`config.mk`:
```
export PLATFORM = sky130hd
export DESIGN_NAME = vx_barrier_ctrl
export DESIGN_NICKNAME = d
export VERILOG_FILES = /design/src/rtl/vx_barrier_ctrl_pkg.sv /design/src/rtl/vx_barrier_slot.sv /design/src/rtl/vx_barrier_ctrl.sv
export SDC_FILE = /design/constraint.sdc
export NUM_CORES = 1
export LEC_CHECK = 0
export CAP_MARGIN = 20
export CORE_UTILIZATION = 50
export CTS_BUF_LIST = sky130_fd_sc_hd__clkbuf_16
export DETAILED_ROUTE_END_ITERATION = 6
export PLACE_DENSITY_LB_ADDON = 0.3
export SLEW_MARGIN = 20
export SYNTH_ARGS = -nofsm -noshare
export SYNTH_HDL_FRONTEND = slang
export SYNTH_HIERARCHICAL = 1
export SYNTH_SLANG_ARGS = --single-unit
```
`constraint.sdc`:
```
create_clock -name clk -period 3.33 [get_ports clk]
set_clock_uncertainty 0.15 [all_clocks]
set_input_delay 0.333 -clock clk [delete_from_list [all_inputs] [get_ports clk]]
set_output_delay 0.333 -clock clk [all_outputs]
set_load 0.02 [all_outputs]
```
`src/rtl/vx_barrier_ctrl_pkg.sv`:
```
`default_nettype none
// ============================================================================
// vx_barrier_ctrl_pkg : shared types for the warp barrier scheduler
// Rev 1.0
// ============================================================================
package vx_barrier_ctrl_pkg;

    localparam int BAR_NUM_WARPS    = 4;
    localparam int BAR_NUM_BARRIERS = 4;
    localparam int BAR_NW_BITS      = $clog2(BAR_NUM_WARPS);
    localparam int BAR_NB_BITS      = (BAR_NUM_BARRIERS > 1) ? $clog2(BAR_NUM_BARRIERS) : 1;

    typedef struct packed {
        logic                     active;
        logic [BAR_NW_BITS-1:0]   size_m1;
        logic [BAR_NW_BITS-1:0]   count;
        logic [BAR_NUM_WARPS-1:0] wmask;
    } bar_state_t;

    localparam int BAR_STATE_BITS = $bits(bar_state_t);

    // Arrival request as delivered by the GPU unit, widened with the warp id.
    typedef struct packed {
        logic [BAR_NW_BITS-1:0] wid;
        logic [BAR_NB_BITS-1:0] id;
        logic [BAR_NW_BITS-1:0] size_m1;
    } bar_req_t;

    function automatic logic [BAR_NUM_WARPS-1:0] bar_wid_mask(input logic [BAR_NW_BITS-1:0] wid);
        return BAR_NUM_WARPS'(1) << wid;
    endfunction

endpackage

`ifndef BAR_STATE_BITS
`define BAR_STATE_BITS vx_barrier_ctrl_pkg::BAR_STATE_BITS
`endif
`default_nettype wire

```
`src/rtl/vx_barrier_slot.sv`:
```
`default_nettype none
// ============================================================================
// vx_barrier_slot : state of one barrier slot plus its last/mismatch flags
// Rev 1.0
// ============================================================================
module vx_barrier_slot
    import vx_barrier_ctrl_pkg::*;
(
    input  logic                     clk,
    input  logic                     reset,
    input  logic                     flush_i,
    input  logic                     arrive_i,
    input  logic [BAR_NW_BITS-1:0]   wid_i,
    input  logic [BAR_NW_BITS-1:0]   size_m1_i,
    output logic [BAR_NUM_WARPS-1:0] wmask_o,
    output logic                     last_o,
    output logic                     mismatch_o
);

    bar_state_t             state_q;
    bar_state_t             state_d;
    logic [BAR_NW_BITS-1:0] w_size;

    always_comb begin
        // An inactive slot takes its size from the arriving request.
        w_size     = state_q.active ? state_q.size_m1 : size_m1_i;
        last_o     = (state_q.count == w_size);
        mismatch_o = state_q.active && (size_m1_i != state_q.size_m1);
    end

    always_comb begin
        state_d = state_q;
        if (flush_i) begin
            state_d = '0;
        end else if (arrive_i) begin
            if (last_o) begin
                state_d = '0;
            end else begin
                state_d.active  = 1'b1;
                state_d.size_m1 = w_size;
                state_d.count   = state_q.count + 1'b1;
                state_d.wmask   = state_q.wmask | bar_wid_mask(wid_i);
            end
        end
    end

    always_ff @(posedge clk) begin
        if (reset) begin
            state_q <= '0;
        end else begin
            state_q <= state_d;
        end
    end

    assign wmask_o = state_q.wmask;

endmodule
`default_nettype wire

```
`src/rtl/vx_barrier_ctrl.sv`:
```
`default_nettype none
// ============================================================================
// vx_barrier_ctrl : per-core warp barrier scheduler (stall, release, error)
// Rev 1.0
// ============================================================================
module vx_barrier_ctrl
    import vx_barrier_ctrl_pkg::*;
#(
    parameter int NUM_WARPS    = BAR_NUM_WARPS,
    parameter int NUM_BARRIERS = BAR_NUM_BARRIERS,
    localparam int NW_BITS     = $clog2(NUM_WARPS),
    localparam int NB_BITS     = (NUM_BARRIERS > 1) ? $clog2(NUM_BARRIERS) : 1
) (
    input  logic                 clk,
    input  logic                 reset,
    input  logic                 bar_valid_i,
    input  logic [NW_BITS-1:0]   bar_wid_i,
    input  logic [NB_BITS-1:0]   bar_id_i,
    input  logic [NW_BITS-1:0]   bar_size_m1_i,
    output logic                 bar_ready_o,
    input  logic                 flush_i,
    output logic [NUM_WARPS-1:0] stall_mask_o,
    output logic                 release_valid_o,
    output logic [NUM_WARPS-1:0] release_mask_o,
    output logic                 err_o,
    output logic                 busy_o
);

    bar_req_t              w_req;
    logic                  w_accept;
    logic                  w_dup;
    logic                  w_last;
    logic [NUM_WARPS-1:0]  w_wbit;
    logic [NUM_WARPS-1:0]  w_stall;
    logic [NUM_BARRIERS-1:0] w_slot_arrive;
    logic [NUM_BARRIERS-1:0] w_slot_last;
    logic [NUM_BARRIERS-1:0] w_slot_mis;
    logic [NUM_WARPS-1:0]  w_slot_wmask [NUM_BARRIERS];

    logic                  bar_ready_q;
    logic                  release_valid_q, release_valid_d;
    logic [NUM_WARPS-1:0]  release_mask_q, release_mask_d;
    logic                  err_q, err_d;

    always_comb begin
        w_req.wid     = bar_wid_i;
        w_req.id      = bar_id_i;
        w_req.size_m1 = bar_size_m1_i;
        w_accept      = bar_valid_i & bar_ready_q;
        w_wbit        = bar_wid_mask(w_req.wid);
        w_dup         = w_stall[w_req.wid];
        w_last        = w_accept & ~w_dup & w_slot_last[w_req.id];
    end

    generate
        for (genvar i = 0; i < NUM_BARRIERS; i++) begin : g_slot
            assign w_slot_arrive[i] = w_accept & ~w_dup & ~flush_i & (w_req.id == NB_BITS'(i));

            vx_barrier_slot u_slot (
                .clk        (clk),
                .reset      (reset),
                .flush_i    (flush_i),
                .arrive_i   (w_slot_arrive[i]),
                .wid_i      (w_req.wid),
                .size_m1_i  (w_req.size_m1),
                .wmask_o    (w_slot_wmask[i]),
                .last_o     (w_slot_last[i]),
                .mismatch_o (w_slot_mis[i])
            );
        end
    endgenerate

    always_comb begin
        w_stall = '0;
        for (int i = 0; i < NUM_BARRIERS; i++) begin
            w_stall = w_stall | w_slot_wmask[i];
        end
    end

    // Flush wins over everything: it drains all waiters, including a warp arriving this cycle.
    always_comb begin
        release_valid_d = 1'b0;
        release_mask_d  = '0;
        err_d           = 1'b0;
        if (flush_i) begin
            release_valid_d = 1'b1;
            release_mask_d  = w_stall | (w_accept ? w_wbit : '0);
        end else begin
            if (w_last) begin
                release_valid_d = 1'b1;
                release_mask_d  = w_slot_wmask[w_req.id] | w_wbit;
            end
            err_d = w_accept & (w_dup | w_slot_mis[w_req.id]);
        end
    end

    always_ff @(posedge clk) begin
        if (reset) begin
            bar_ready_q     <= 1'b0;
            release_valid_q <= 1'b0;
            release_mask_q  <= '0;
            err_q           <= 1'b0;
        end else begin
            bar_ready_q     <= 1'b1;
            release_valid_q <= release_valid_d;
            release_mask_q  <= release_mask_d;
            err_q           <= err_d;
        end
    end

    assign bar_ready_o     = bar_ready_q;
    assign stall_mask_o    = w_stall;
    assign release_valid_o = release_valid_q;
    assign release_mask_o  = release_mask_q;
    assign err_o           = err_q;
    assign busy_o          = |w_stall;

endmodule
`default_nettype wire

```
Word level (Yosys, flattened, before mapping)

Cells that the tools add are included.

Word-level logic and storage cells: 91
Bits of input ports: 10
Register bits after elaboration: 43
Output and inout bits: 12

Shifts and indexed selects: 1
Equality and inequality tests: 11
Bitwise operators: 22
Reduce and logical (&&, ||, !) cells: 7
Mux-type cells: 23
Add/sub/neg operators: 4
Order comparisons: 3

Operator list:

| operator                                                              | number |
|---|---|
| 9-bit 2-to-1 mux                                                      | 4 |
| 4-bit OR                                                              | 9 |
| 4-bit 2-to-1 mux                                                      | 5 |
| 1-bit AND                                                             | 9 |
| 2-bit by 1-bit adder with 2-bit output (second input constant)        | 4 |
| 4-bit binary-select mux with 2-bit select                             | 1 |
| 2-bit == test                                                         | 4 |
| 2-bit 2-to-1 mux                                                      | 4 |
| 2-bit inequality test                                                 | 4 |
| 1-bit binary-select mux with 2-bit select                             | 3 |
| 2-bit by 3-bit < comparator with 1-bit output (second input constant) | 2 |
| 1-bit 2-to-1 mux                                                      | 6 |
| 2-bit == test (second input constant)                                 | 2 |
| 1-bit logical AND                                                     | 4 |
| 4-bit OR reduction                                                    | 1 |
| 1-bit by 2-bit left shift with 4-bit output (first input constant)    | 1 |
| 3-bit greater-or-equal comparator (second input constant)             | 1 |
| 2-bit inverter with 3-bit output                                      | 1 |
| 2-bit by 1-bit == test with 1-bit output (second input constant)      | 1 |
| 2-bit zero test                                                       | 1 |
| 1-bit inverter                                                        | 2 |
| 2-bit OR reduction                                                    | 1 |
| 1-bit OR                                                              | 1 |

Longest topological paths before layout

Depth after elaboration: 10
Gate-level depth with buffers: 8
Gate-level depth less buffers: 7

Cells and area by module

Netlist, hierarchy kept.

By module, submodules not included:

| module          | seq. area each (µm²) | area each (µm²) | cells an instance | times used |
|---|---|---|---|---|
| vx_barrier_slot | 180.2                | 476.7           | 53                | 4 |
| vx_barrier_ctrl | 140.1                | 593.1           | 58                | 1 |

Worst setup path before layout

No wires, ideal clock.

Kind: flip-flop to flip-flop
Start point: reg g_slot[1].u_slot.state_q, in the netlist g_slot[1].u_slot/wmask_o[1]
End point: reg g_slot[0].u_slot/state_q[7] in the netlist's numbering
Clock period less this slack: 2.452 ns
Path buffers: 2
Library setup time: 0.087 ns
Stages on the path, launching flop included: 9
Data required time: 3.093 ns
Path slack: 0.878 ns
Data arrival time: 2.215 ns
Cell sequence: dfxtp_1 buf_4 or4_4 o22ai_2 nor2_2 nor4_1 clkbuf_1 nand2_1 o31ai_1

Word-level cells in the longest chain between the ends: 9

RTL lines:

| what                                      | RTL line              | RTL |
|---|---|---|
| from (decl)                               | vx_barrier_slot.sv:20 | `bar_state_t state_q;` |
| from (signal assigned)                    | vx_barrier_slot.sv:51 | `state_q <= state_d;` |
| 4-bit OR (3 in series)                    | vx_barrier_ctrl.sv:76 | `w_stall = w_stall \| w_slot_wmask[i];` |
| net stall_mask_o[1]                       | vx_barrier_ctrl.sv:22 | `output logic [NUM_WARPS-1:0] stall_mask_o,` |
| 1-bit binary-select mux with 2-bit select | vx_barrier_ctrl.sv:51 | `w_dup = w_stall[w_req.wid];` |
| 1-bit 2-to-1 mux (not written as such)    | vx_barrier_ctrl.sv:51 |  |
| 1-bit inverter                            | vx_barrier_ctrl.sv:57 | `assign w_slot_arrive[i] = w_accept & ~w_dup & ~flush_i & (w_req.id == NB_BITS'(i));` |
| 1-bit AND (3 in series)                   | vx_barrier_ctrl.sv:57 |  |
| net w_slot_arrive[0]                      | vx_barrier_ctrl.sv:35 | `logic [NUM_BARRIERS-1:0] w_slot_arrive;` |
| to (signal assigned)                      | vx_barrier_slot.sv:51 |  |
| to (decl)                                 | vx_barrier_slot.sv:20 |  |

The timed path passes the listed nets, and every way through them passes these cells. The select of a mux whose other input is x is not followed.
A chain may end at the register's enable or synchronous reset.

Final worst setup path

Start point: reg g_slot[3].u_slot.state_q, in the netlist g_slot[3].u_slot/wmask_o[2]
End point: out busy_o

Word-level cells in the longest chain between the ends: 2

RTL lines:

| what                   | RTL line               | RTL |
|---|---|---|
| from (decl)            | vx_barrier_slot.sv:20  |  |
| from (signal assigned) | vx_barrier_slot.sv:51  |  |
| 4-bit OR               | vx_barrier_ctrl.sv:76  |  |
| 4-bit OR reduction     | vx_barrier_ctrl.sv:116 | `assign busy_o = \|w_stall;` |
| to (decl)              | vx_barrier_ctrl.sv:26  | `output logic busy_o` |

No other way between the ends.

==> out/metrics.cfg <==
[power]
clock_power_share_pct=45.9
net-switching-power_uw=274.2
leakage_power_summed_over_all_cells_uw=0.001082
comb_power_share_pct=10.6
irDropWorstVdd_mv=0.2707
cellInternalPower_uw=926.5
ratio_of_total_power_to_cell_area_nw_per_um2=417.8
part_of_the_total_power_dissipated_in_sequential_elements_pct=43.5
power.total_uw=1201
power_switching_share_pct=22.84

[cts]
htree_num_levels=2
tritoncts=yes
path_clk_slew_ns=0.06
worst_skew_pair.late_latency_ns=0.28
cts.hold.buffers_added=0
root_buffer=clkbuf_16
cts_buffers=5
cts_post_setup_buffers_inserted=0
clock_sink_count=43
post_cts_resized=0
clk_path_buf_depth=2

[cells_and_area]
layout-area-overhead-vs-synth_pct=14.97
sequential_cell_area_um2=860.8
antennaDiodeCount=0
layout_net_count=293
multiInputGateArea_um2=1453
fill_cells=418
post-route-util_pct=60.45
final_layout_size_suffix_gt1_share_pct=16.90

[worst_setup_path]
timing.critical_path.fanout_max=4
r2r_cells=6
worst_setup_path_end_kind=primary output
critical_path_class=reg2out
cp-start-kind=register
worst-endpoint-arrival_ns=2.25
data_required_critical_path_ns=2.85

[route]
drtAntennaViolNets=0
via_per_inst=5.875
first_iter_violations=118
first_pass_iters=4
route.detailed.wl_per_inst_um=16.20
drt_drc_violations_left=0
totalWireLength_um=5686
route.vias.total=2062

[yosys]
distinct_cells_synth=40
synth_largest_type_area_fraction_pct=34.43
synthesis.nets=280
share_of_flip_flops_with_an_asynchronous_set_or_reset_pct=0
synth_enable_flop_cells=0
synth_area_um2=2500
ys.warnings.count=6
syn_area_per_cell_um2=9.259
synth_top_cells_by_area=dfxtp_1 34%, xnor2_1 5.6%, mux4_2 5.4%
synth_commonest_cells=43 x dfxtp_1, 19 x nor2_1, 17 x nor3_1
synth_sequential_area_ratio_pct=34.43
yosys_most_used_dff=dfxtp_1
postSynthCellCount=270
synth.most_common_cell=dfxtp_1
post-synth-top-area-cell=dfxtp_1
ys_ff_latch=43

[global_route]
globalRouteOverflowTotal=0
grt_start_max_net_pins=15
grt_antenna_before_repair=0
grt_total_usage_pct=22.81
grt_pass1_vias=1837
grt_first_pass_wirelength_um=9011

[min_path]
worstHoldPathType=reg2reg
count_of_cells_along_the_worst_hold_path=2

[timing]
fin_tns_setup_ns=0
report.final.hold_viol_count=0
max_slew.worst_pin.slew_ns=0.4976
report.final.setup_viol=0
fin_ws_ns=0.5967
finalMaxSlewViolations=0
maxClockFrequency_mhz=365.9
tmin_final_ns=2.733
slew_headroom_pct=66.72
rsz0062_at_grt=false
min_period_over_period_pct=82.08

[place]
hpwl_um=4228
gpl.final_weighted_congestion=0.8773
buffer_ports.inserted=21
post-place-ws_ns=0.3547

[floorplan]
die_h_um=72.71
initial_core_utilization_pct=52.58
top_ports=22
std_cell_core_area_um2=4755
placementRows=25
die_footprint_um2=5287
die_boundary_width_um=72.71

[status]
run_status=complete, no violations

[run]
max_cap_violations=0

## power groups by stage
stage	Sequential, uW	Combinational, uW	Clock [uW]
global route	522	137	583
detailed placement	534	126	0
finish	522	128	551
floorplan	538	71.4	0
CTS	522	127	565
global placement	534	124	0
## state kept, by name, summed over array words and instances (netlist names)
register / cells
err_o: 1
release_valid_o: 1
release_mask_o: 4
g_slot.u_slot/wmask_o: 16
g_slot.u_slot/state_q: 20
bar_ready_o: 1
## placed cells by master, fill, tap and decap left out, types with 4 or more instances in the layout
| cell | n |
|---|---|
| o211a_1 | 4 |
| a21boi_0 | 4 |
| a21oi_1 | 5 |
| nor2_1 | 19 |
| or4_4 | 4 |
| clkdlybuf4s50_1 | 21 |
| or2_2 | 5 |
| clkbuf_16 | 5 |
| o31ai_1 | 8 |
| buf_4 | 8 |
| nor2b_1 | 13 |
| o21ai_0 | 12 |
| mux4_2 | 6 |
| dfxtp_1 | 43 |
| mux2i_2 | 8 |
| nor3b_2 | 4 |
| nand3b_1 | 16 |
| xnor2_1 | 16 |
| nor3_1 | 17 |
| nand2_1 | 8 |
| inv_1 | 10 |
| and3_1 | 4 |
| a31oi_1 | 16 |
| or2b_1 | 4 |
## cell type report
type	count	area share (%)
multi-input cells	194	50.54
clock buffers	5	4.353
flip-flops and latches	43	29.95
inverters	10	1.306
clock inverters	3	1.524
well taps	67	2.917
repair buffers	29	9.404
## worst paths after layout
path	start	to	slack (ns)
hold / removal	g_slot[0].u_slot/state_q[6]	g_slot[0].u_slot/state_q[6]	0.38
hold reg to reg	g_slot[0].u_slot/state_q[6]	g_slot[0].u_slot/state_q[6]	0.38
setup reg to reg	g_slot[1].u_slot/wmask_o[0]	g_slot[3].u_slot/state_q[8]	0.83
setup / recovery	g_slot[3].u_slot/wmask_o[2]	busy_o	0.60
## layer usage
layer  GRT usage, %  vias up  routed length, um
li1               -     1004                  -
met1          28.97      990               2532
met2          36.34       56               2747
met3          5.663       12                284
met4          10.89        0                121
met5              0        -                  0
## worst max-delay path: stages (launching register included)
cell and delay (ns):
dfxtp_1 0.33, or4_4 0.57, or4_1 0.52, clkdlybuf4s50_1 0.55
## cell families after synthesis
family	after synthesis	share of synthesized area, %
muxes	14	9.810
AOI/OAI and AO/OA	60	16.47
and+or+nand+nor	104	26.23
DFF	43	34.43
buffers and inverters	33	7.458
xor gates and xnor gates	16	5.605
## through the flow
stage	hold WS [ns]	instance area [um^2]	std cells
finish	0.3829	2874	351
global route	0.4046	2874	351
detailed placement	0.3704	2705	343
floorplan	0.2521	2500	270
global placement	0.3627	2705	343
CTS	0.3855	2874	351
Note: power is estimated with default switching activity, not from simulation.
